===== src/rtl/dispense_sequencer.sv =====
// Beverage dispense sequencer: steps syrup, water and CO2 valves in order,
// each phase timed by an external countdown timer through a four-phase
// start/end handshake. Cancel or cup removal aborts the dispense.
module dispense_sequencer #(
  parameter logic [31:0] P_T_SYRUP = 32'd50,
  parameter logic [31:0] P_T_WATER = 32'd200,
  parameter logic [31:0] P_T_GAS   = 32'd100
) (
  input  logic        i_clk,
  input  logic        i_rst_n,
  input  logic        i_request,
  input  logic        i_cup_present,
  input  logic        i_cancel,
  input  logic        i_timer_end,
  output logic        o_timer_start,
  output logic [31:0] o_timer_value,
  output logic        o_valve_syrup,
  output logic        o_valve_water,
  output logic        o_valve_gas,
  output logic        o_busy,
  output logic        o_done,
  output logic        o_abort
);

  typedef enum logic [1:0] {
    S_IDLE    = 2'd0,
    S_RUN     = 2'd1,
    S_RELEASE = 2'd2,
    S_ABORT   = 2'd3
  } state_t;

  localparam logic [1:0] PH_SYRUP = 2'd0;
  localparam logic [1:0] PH_WATER = 2'd1;
  localparam logic [1:0] PH_GAS   = 2'd2;

  state_t     state;
  logic [1:0] phase;
  logic [2:0] valves;   // {gas, water, syrup}, at most one bit set
  logic       abort_req;
  logic       start_ok;

  assign abort_req = i_cancel | ~i_cup_present;
  // A new dispense also waits for the timer to have dropped end, so the
  // handshake is never restarted while the timer still reports completion.
  assign start_ok  = i_request & i_cup_present & ~i_cancel & ~i_timer_end;

  assign o_valve_syrup = valves[0];
  assign o_valve_water = valves[1];
  assign o_valve_gas   = valves[2];

  function automatic logic [31:0] phase_time(input logic [1:0] ph);
    case (ph)
      PH_SYRUP: phase_time = P_T_SYRUP;
      PH_WATER: phase_time = P_T_WATER;
      default:  phase_time = P_T_GAS;
    endcase
  endfunction

  function automatic logic [2:0] phase_valve(input logic [1:0] ph);
    case (ph)
      PH_SYRUP: phase_valve = 3'b001;
      PH_WATER: phase_valve = 3'b010;
      default:  phase_valve = 3'b100;
    endcase
  endfunction

  // State transitions with outputs registered from the state being entered.
  always_ff @(posedge i_clk or negedge i_rst_n) begin
    if (!i_rst_n) begin
      state         <= S_IDLE;
      phase         <= PH_SYRUP;
      valves        <= 3'b000;
      o_timer_start <= 1'b0;
      o_timer_value <= 32'd0;
      o_busy        <= 1'b0;
      o_done        <= 1'b0;
      o_abort       <= 1'b0;
    end else begin
      // Defaults describe RELEASE/ABORT/IDLE: everything off, busy unchanged.
      o_done        <= 1'b0;
      o_abort       <= 1'b0;
      o_timer_start <= 1'b0;
      o_timer_value <= 32'd0;
      valves        <= 3'b000;
      o_busy        <= (state != S_IDLE);
      case (state)
        S_IDLE: begin
          if (start_ok) begin
            state         <= S_RUN;
            phase         <= PH_SYRUP;
            o_timer_start <= 1'b1;
            o_timer_value <= P_T_SYRUP;
            valves        <= phase_valve(PH_SYRUP);
            o_busy        <= 1'b1;
          end
        end
        S_RUN: begin
          if (abort_req) begin
            state   <= S_ABORT;
            o_abort <= 1'b1;
          end else if (i_timer_end) begin
            state <= S_RELEASE;
          end else begin
            o_timer_start <= 1'b1;
            o_timer_value <= phase_time(phase);
            valves        <= phase_valve(phase);
          end
        end
        S_RELEASE: begin
          if (abort_req) begin
            state   <= S_ABORT;
            o_abort <= 1'b1;
          end else if (!i_timer_end) begin
            if (phase == PH_GAS) begin
              state  <= S_IDLE;
              phase  <= PH_SYRUP;
              o_done <= 1'b1;
              o_busy <= 1'b0;
            end else begin
              state         <= S_RUN;
              phase         <= phase + 2'd1;
              o_timer_start <= 1'b1;
              o_timer_value <= phase_time(phase + 2'd1);
              valves        <= phase_valve(phase + 2'd1);
            end
          end
        end
        default: begin
          if (!i_timer_end) begin
            state  <= S_IDLE;
            phase  <= PH_SYRUP;
            o_busy <= 1'b0;
          end
        end
      endcase
    end
  end

endmodule


===== config.mk =====
export PLATFORM = sky130hd
export DESIGN_NAME = dispense_sequencer
export DESIGN_NICKNAME = d
export VERILOG_FILES = /design/src/rtl/dispense_sequencer.sv
export SDC_FILE = /design/constraint.sdc
export NUM_CORES = 1
export LEC_CHECK = 0
export BUFFER_PORTS_ARGS = -buffer_cell sky130_fd_sc_hd__buf_2
export CORE_MARGIN = 5
export CORE_UTILIZATION = 46
export CTS_BUF_LIST = sky130_fd_sc_hd__clkbuf_16
export DETAILED_ROUTE_END_ITERATION = 12
export GPL_TIMING_DRIVEN = 0
export PLACE_DENSITY_LB_ADDON = 0.15
export SLEW_MARGIN = 20
export SYNTH_ARGS = -nofsm -noshare
export SYNTH_HDL_FRONTEND = slang
export SYNTH_SLANG_ARGS = --single-unit

===== constraint.sdc =====
create_clock -name i_clk -period 2 [get_ports i_clk]
set_input_delay 0.1 -clock i_clk [delete_from_list [all_inputs] [get_ports i_clk]]
set_output_delay 0.1 -clock i_clk [all_outputs]
set_load 0.005 [all_outputs]

==> results of run 1 <==
-- logic make-up after synthesis --
logic type / count (synthesis) / share of synthesized area, %
buffers and inverters: 40 / 26.78
AND/OR/NAND/NOR: 22 / 14.90
AO/OA/AOI/OAI: 21 / 13.39
flip-flops: 13 / 32.54
multiplexers: 5 / 7.009
adder cells (fa/ha/maj): 4 / 5.006
other: 1 / 0.3751
-- layout make-up --
class | instances | area, um2
Fill cell | 166 | 714.4
Multi-Input combinational cell | 77 | 496.7
Sequential cell | 13 | 325.3
Buffer | 35 | 249.0
Timing Repair Buffer | 20 | 105.1
Clock buffer | 3 | 75.07
Tap cell | 27 | 33.78
Inverter | 5 | 18.77
Clock inverter | 1 | 3.754
-- state kept, by name (all words and copies together) (netlist names) --
name           flops
o_busy             1
o_timer_start      1
state              2
o_done             1
valves             2
o_abort            1
phase              2
o_timer_value      3
-- cells in the final DEF, fill, tap and decap left out, drive strengths merged --
| cell | n |
|---|---|
| a21oi | 8 |
| dlygate4sd3 | 1 |
| and3b | 1 |
| or2 | 1 |
| o311ai | 1 |
| a22oi | 1 |
| and3 | 1 |
| nor2 | 5 |
| conb | 25 |
| clkbuf | 4 |
| nand4bb | 1 |
| mux2 | 4 |
| nand2b | 4 |
| nor3 | 3 |
| and2 | 1 |
| a31o | 1 |
| o21ai | 6 |
| and4 | 1 |
| dfrtp | 13 |
| mux2i | 1 |
| a31oi | 2 |
| buf | 53 |
| ha | 4 |
| a211o | 2 |
| nor3b | 1 |
| inv | 6 |
| nand2 | 3 |
-- layer usage --
metal	vias up	share of wire, %	global-route usage (%)
met4	0	2.0	8.136
met5	-	0	0
met2	48	42	15.68
met3	2	11	1.835
met1	320	45	15.94
li1	394	-	-
-- worst max-delay path: stages, from the launching register on --
cell	delay [ns]
dfrtp_1	0.41
inv_1	0.09
ha_1	0.19
buf_2	0.22
nor2_1	0.08
o21ai_2	0.20
mux2_4	0.32
-- power groups by stage --
stage	clock, mW	combinational [mW]	sequential (mW)
detailed placement	0	0.693	0.373
finish	0.360	0.701	0.369
floorplan	0	0.556	0.371
global placement	0	0.682	0.368
CTS	0.369	0.699	0.370
global route	0.383	0.778	0.381
-- worst max-delay path by stage --
stage	endpoint	slack [ns]	from
CTS	phase[0]$_DFFE_PN0P_	0.37	state[0]$_DFFE_PN0P_
finish	phase[0]$_DFFE_PN0P_	0.37	state[0]$_DFFE_PN0P_
global placement	phase[0]$_DFFE_PN0P_	0.39	state[0]$_DFFE_PN0P_
floorplan	phase[0]$_DFFE_PN0P_	0.51	state[0]$_DFFE_PN0P_
global route	phase[0]$_DFFE_PN0P_	0.25	state[0]$_DFFE_PN0P_
detailed placement	phase[1]$_DFFE_PN0P_	0.38	state[0]$_DFFE_PN0P_
-- per-stage QoR --
step                      utilization, %  hold WS (ns)  area, um2
after global routing               64.67        0.2590       1308
after global placement             60.27     -0.008367       1219
final                              64.67        0.2238       1308
after CTS                          64.67        0.2235       1308
after floorplan                        -       -0.1956       1090
after detailed placement           60.27     -0.004606       1219
-- what timing repair did --
item,4_1_cts,5_1_grt
hold endpoints to repair,13,0
hold buffers,1,0
gates resized for setup,0,0
setup buffers,0,0
==> metrics.md, run 1 <==
| Metric | Value |
|---|---|
| Ys Warns | `0` |
| Clock buffer depth | `2` |
| Die span in y | `between 50 and 60 um` |
| Sw Ratio | `between 30 and 40%` |
| Total Wirelength | `approximately 1800 um` |
| Largest net degree at the start of global routing | `14` |
| Router iterations before antenna repair | `4` |
| NetSw | `0.4886 mW` |
| Vias per cell | `roughly 4.2` |
| Max Slew Vio Count | `0` |
| Detailed-route via count | `roughly 760` |
| Htree depth | `1` |
| Post-detailed-route count of antenna-violating nets | `0` |
| DRC violations left | `0` |
| Routed WL per cell | `around 10 um` |
| Min setup slack post-route | `around 0.37 ns` |
| Setup Slack @ Placement | `between 0.3 and 0.4 ns` |
| Worst-path clk slew | `about 0.04 ns` |
| Vias in the first global route | `about 700` |
| Grt total ovfl | `0` |
| Register bit total from synthesis | `13` |
| Overall Global Routing Usage | `between 10% and 20%` |
| IO Count | `between 40 and 50` |
| Leak | `0.7509 nW` |
| Pwr Total | `between 1 and 1.5 mW` |
| Dpl cells | `roughly 180` |
| Worst Setup End Kind | `flop` |
| First-pass GRT wire length | `2918 um` |
| Logic gate share of total power | `about 49%` |
| Crit path time final | `approximately 1.6 ns` |
| Period utilisation layout | `around 81%` |
| Starting density of the core | `49.44%` |
| Asr flop ratio synth | `between 90% and 100%` |
| Min-delay src | `i_cancel` |
| HPWL Detailed | `1414 um` |
| MaxCap Viol Count | `0` |
| GPL Wtd Cong | `about 0.85` |
| Fin nets | `between 150 and 200` |
| Top post-synthesis cells by area | `dfrtp_1 33%, buf_4 23%, mux2_4 6.0%` |
| Synth Flop Type | `dfrtp_1` |
| N_diodes | `0` |
| Yosys cell types | `30` |
| Inserted Clock Buffers | `3` |
| Outcome | `finished clean` |
| CTS sink cnt | `13` |
| Post-synth top area cell | `dfrtp_1` |
| Post-Synthesis Cells | `106` |
| Sequential-to-total area share from yosys stat | `32.54%` |
| RSZ-0062 raised after global routing | `false` |
| Synth Area per Inst | `around 9.4 um2` |
| Arr. time, crit path | `between 1.5 and 2 ns` |
| Worst Clk Skew | `0.004929 ns` |
| CP max FO | `10` |
| Top cells by count, synth | `30 x buf_4, 13 x dfrtp_1, 8 x a21oi_1` |
| R2R setup slack | `0.37 ns` |
| FF-to-FF End | `phase[0]$_DFFE_PN0P_` |
| Hold path depth | `4` |
| Core area | `between 2000 and 2500 um2` |
| Hold Path Class | `primary input to flop` |
| P_int | `~0.94 mW` |
| Post-Layout Cell Count | `approximately 180` |
| Yosys top cell area share | `approximately a third` |
| Number of cells on the worst reg-to-reg path | `6` |
| Power Dens Cells | `1094 nW/um2` |
| Max VDD drop | `0.0005638 V` |
| Synth Cell Area | `between 900 and 1000 um2` |
| TNS Setup | `0 ns` |
| Register share of total power | `25.8%` |
| Worst-skew pair later-pin latency | `0.24 ns` |
| Initial antenna violation count | `0` |
| Endpoints failing setup | `0` |
| Layout area overhead | `30.79%` |
| Hold endpoint | `valves[0]$_DFF_PN0_` |
| Final hold violation count | `0` |
| Die area | `about 3200 um2` |
| Cell with the most instances after synthesis | `buf_4` |
| RR Startpoint | `state[0]$_DFFE_PN0P_` |
| Setup crit start kind | `flop` |
| Share of cells above drive strength 1 | `between 40% and 50%` |
| Power share of the clock group | `between 20 and 30%` |
| FP Rows | `16` |
| TritonCTS clock tree | `done` |
| Fmax | `~610 MHz` |
| Port bufs | `19` |
| Worst Path Class, Setup | `flop to flop` |
| CP Data Required Time | `roughly 2.1 ns` |
| Number of synthesized flops with an enable pin | `0` |
| Die width | `56.62 um` |
| DRT iter0 DRCs | `13` |
| Root Driver | `clkbuf_16` |
Note: power is estimated with default switching activity, not from simulation.
==> inputs of run 2 (changes only) <==
==> constraint.sdc (replaced) <==
create_clock -name i_clk -period 1.7 [get_ports i_clk]
set_input_delay 0.085 -clock i_clk [delete_from_list [all_inputs] [get_ports i_clk]]
set_output_delay 0.085 -clock i_clk [all_outputs]
set_load 0.005 [all_outputs]
==> metrics.md, run 2 (same netlist as run 1, synthesis figures left out) <==
| Metric | Value |
|---|---|
| Arr. time, crit path | `1.71 ns (-0.04 ns)` |
| Die span in y | `56.62 um (unchanged)` |
| Clock buffer depth | `2 (unchanged)` |
| Largest net degree at the start of global routing | `14 (unchanged)` |
| Worst Clk Skew | `0.004406 ns (-0.0005234 ns)` |
| Port bufs | `19 (unchanged)` |
| Worst-skew pair later-pin latency | `0.24 ns (about the same)` |
| CP Data Required Time | `1.82 ns (-0.30 ns)` |
| Router iterations before antenna repair | `4 (unchanged)` |
| Worst Path Class, Setup | `flop to flop` |
| MaxCap Viol Count | `0 (unchanged)` |
| Pwr Total | `1.691 mW (+18%)` |
| Register area | `325.3 um2 (unchanged)` |
| Vias in the first global route | `683 (unchanged)` |
| Starting density of the core | `49.44% (unchanged)` |
| Commonest cells after routing, fill and taps aside | `31 x buf_4, 25 x conb_1, 22 x buf_2` |
| Setup Slack @ Placement | `0.07728 ns (-0.3000 ns)` |
| FP Rows | `16 (unchanged)` |
| Htree depth | `1 (unchanged)` |
| Initial antenna violation count | `0 (unchanged)` |
| Post-detailed-route count of antenna-violating nets | `0 (unchanged)` |
| Leak | `0.7511 nW (about the same)` |
| Die width | `56.62 um (unchanged)` |
| Routed WL per cell | `9.740 um (+0.11%)` |
| Inserted Clock Buffers | `3 (unchanged)` |
| Layout area overhead | `31.04%` |
| Total Wirelength | `1763 um (+0.11%)` |
| Fmax | `627.1 MHz (+2.1%)` |
| Dpl cells | `176 (unchanged)` |
| Worst Setup End Kind | `flop` |
| Multi-input gate area | `496.7 um2 (unchanged)` |
| Grt total ovfl | `0 (unchanged)` |
| Post-Layout Cell Count | `181 (unchanged)` |
| GPL Wtd Cong | `0.8522 (unchanged)` |
| Max VDD drop | `0.0006669 V (+18%)` |
| Core area | `2022 um2 (unchanged)` |
| Crit path time final | `1.595 ns (-0.03332 ns)` |
| HPWL Detailed | `1414 um (unchanged)` |
| Setup crit start kind | `flop` |
| CP max FO | `10 (unchanged)` |
| TNS Setup | `0 ns (unchanged)` |
| DRT iter0 DRCs | `12 (-1)` |
| Die area | `3206 um2 (unchanged)` |
| Fill count | `166 (unchanged)` |
| Vias per cell | `4.249 (+0.65%)` |
| Period utilisation layout | `93.80% (+12 points)` |
| Hold Slack | `0.2088 ns (-0.01500 ns)` |
| RSZ-0062 raised after global routing | `false` |
| Detailed-route via count | `769 (+0.65%)` |
| N_diodes | `0 (unchanged)` |
| Largest reg by FF count | `o_timer_value` |
| CTS sink cnt | `13 (unchanged)` |
| Outcome | `finished clean` |
| Hold Path Class | `primary input to flop` |
| TritonCTS clock tree | `done` |
| Post-CTS Setup Bufs | `0 (unchanged)` |
| DRC violations left | `0 (unchanged)` |
| Root Driver | `clkbuf_16` |
| First-pass GRT wire length | `2918 um (unchanged)` |
| Final hold violation count | `0 (unchanged)` |
| Most common cell after layout, fill and taps aside | `buf_4` |
| Fin nets | `165 (unchanged)` |
| Max FFs per register | `3 (unchanged)` |
| Endpoints failing setup | `0 (unchanged)` |
| Min setup slack post-route | `0.1054 ns (-0.2667 ns)` |
| Max Slew Vio Count | `0 (unchanged)` |
| Share of cells above drive strength 1 | `42.21% (unchanged)` |
| Worst-path clk slew | `0.04 ns (about the same)` |
| IO Count | `45 (unchanged)` |
| Overall Global Routing Usage | `11.43% (unchanged)` |
| Power Dens Cells | `1291 nW/um2 (+18%)` |
[run 2: what timing repair did]
item / in CTS / in global routing
hold buffers: 1 / 0
endpoints found under the hold margin: 13 / 0
gates resized for setup: 0 / 2
endpoints found under the setup margin: 0 / 2
[run 2: cell type report]
cell class | instances | area share [%]
timing repair buffer | 20 | 8.023
tap | 27 | 2.579
clock inverter | 1 | 0.2865
buffer | 35 | 19.20
sequential | 13 | 24.83
inverter | 5 | 1.433
clock buffer | 3 | 5.731
multi-input combinational | 77 | 37.92
[run 2: final timing paths]
check	cells past startpoint	slack, ns	to	start
worst max register to register	7	0.11	state[0]$_DFFE_PN0P_	state[1]$_DFFE_PN0P_
worst max-delay path	7	0.11	state[0]$_DFFE_PN0P_	state[1]$_DFFE_PN0P_
max in group asynchronous	2	1.21	valves[0]$_DFF_PN0_	i_rst_n
min in group asynchronous	2	0.26	phase[1]$_DFFE_PN0P_	i_rst_n
worst min-delay path	4	0.21	valves[0]$_DFF_PN0_	i_cancel
worst min register to register	1	0.59	state[0]$_DFFE_PN0P_	state[0]$_DFFE_PN0P_
[run 2: metal layers]
metal	vias up	track usage, %	wire, um
met5	-	0	0
li1	394	-	-
met4	0	8.136	36
met1	328	15.94	811
met3	2	1.835	178
met2	45	15.68	736
[run 2: stage by stage]
step / utilization, % / area (um2)
2_1_floorplan: - / 1090
6_report: 64.79 / 1310
4_1_cts: 64.67 / 1308
3_3_place_gp: 60.27 / 1219
5_1_grt: 64.79 / 1310
3_5_place_dp: 60.27 / 1219
[run 2: power by group]
group,internal [mW],switching [mW]
sequential,0.392,0.0427
combinational,0.413,0.419
clock,0.309,0.116
[run 2: critical path, cell delays in order (launching register included)]
cell     delay, ns
dfrtp_1       0.39
inv_1         0.08
ha_1          0.18
buf_2         0.17
nor3_1        0.18
o21ai_1       0.09
nand2_2       0.09
mux2_4        0.30
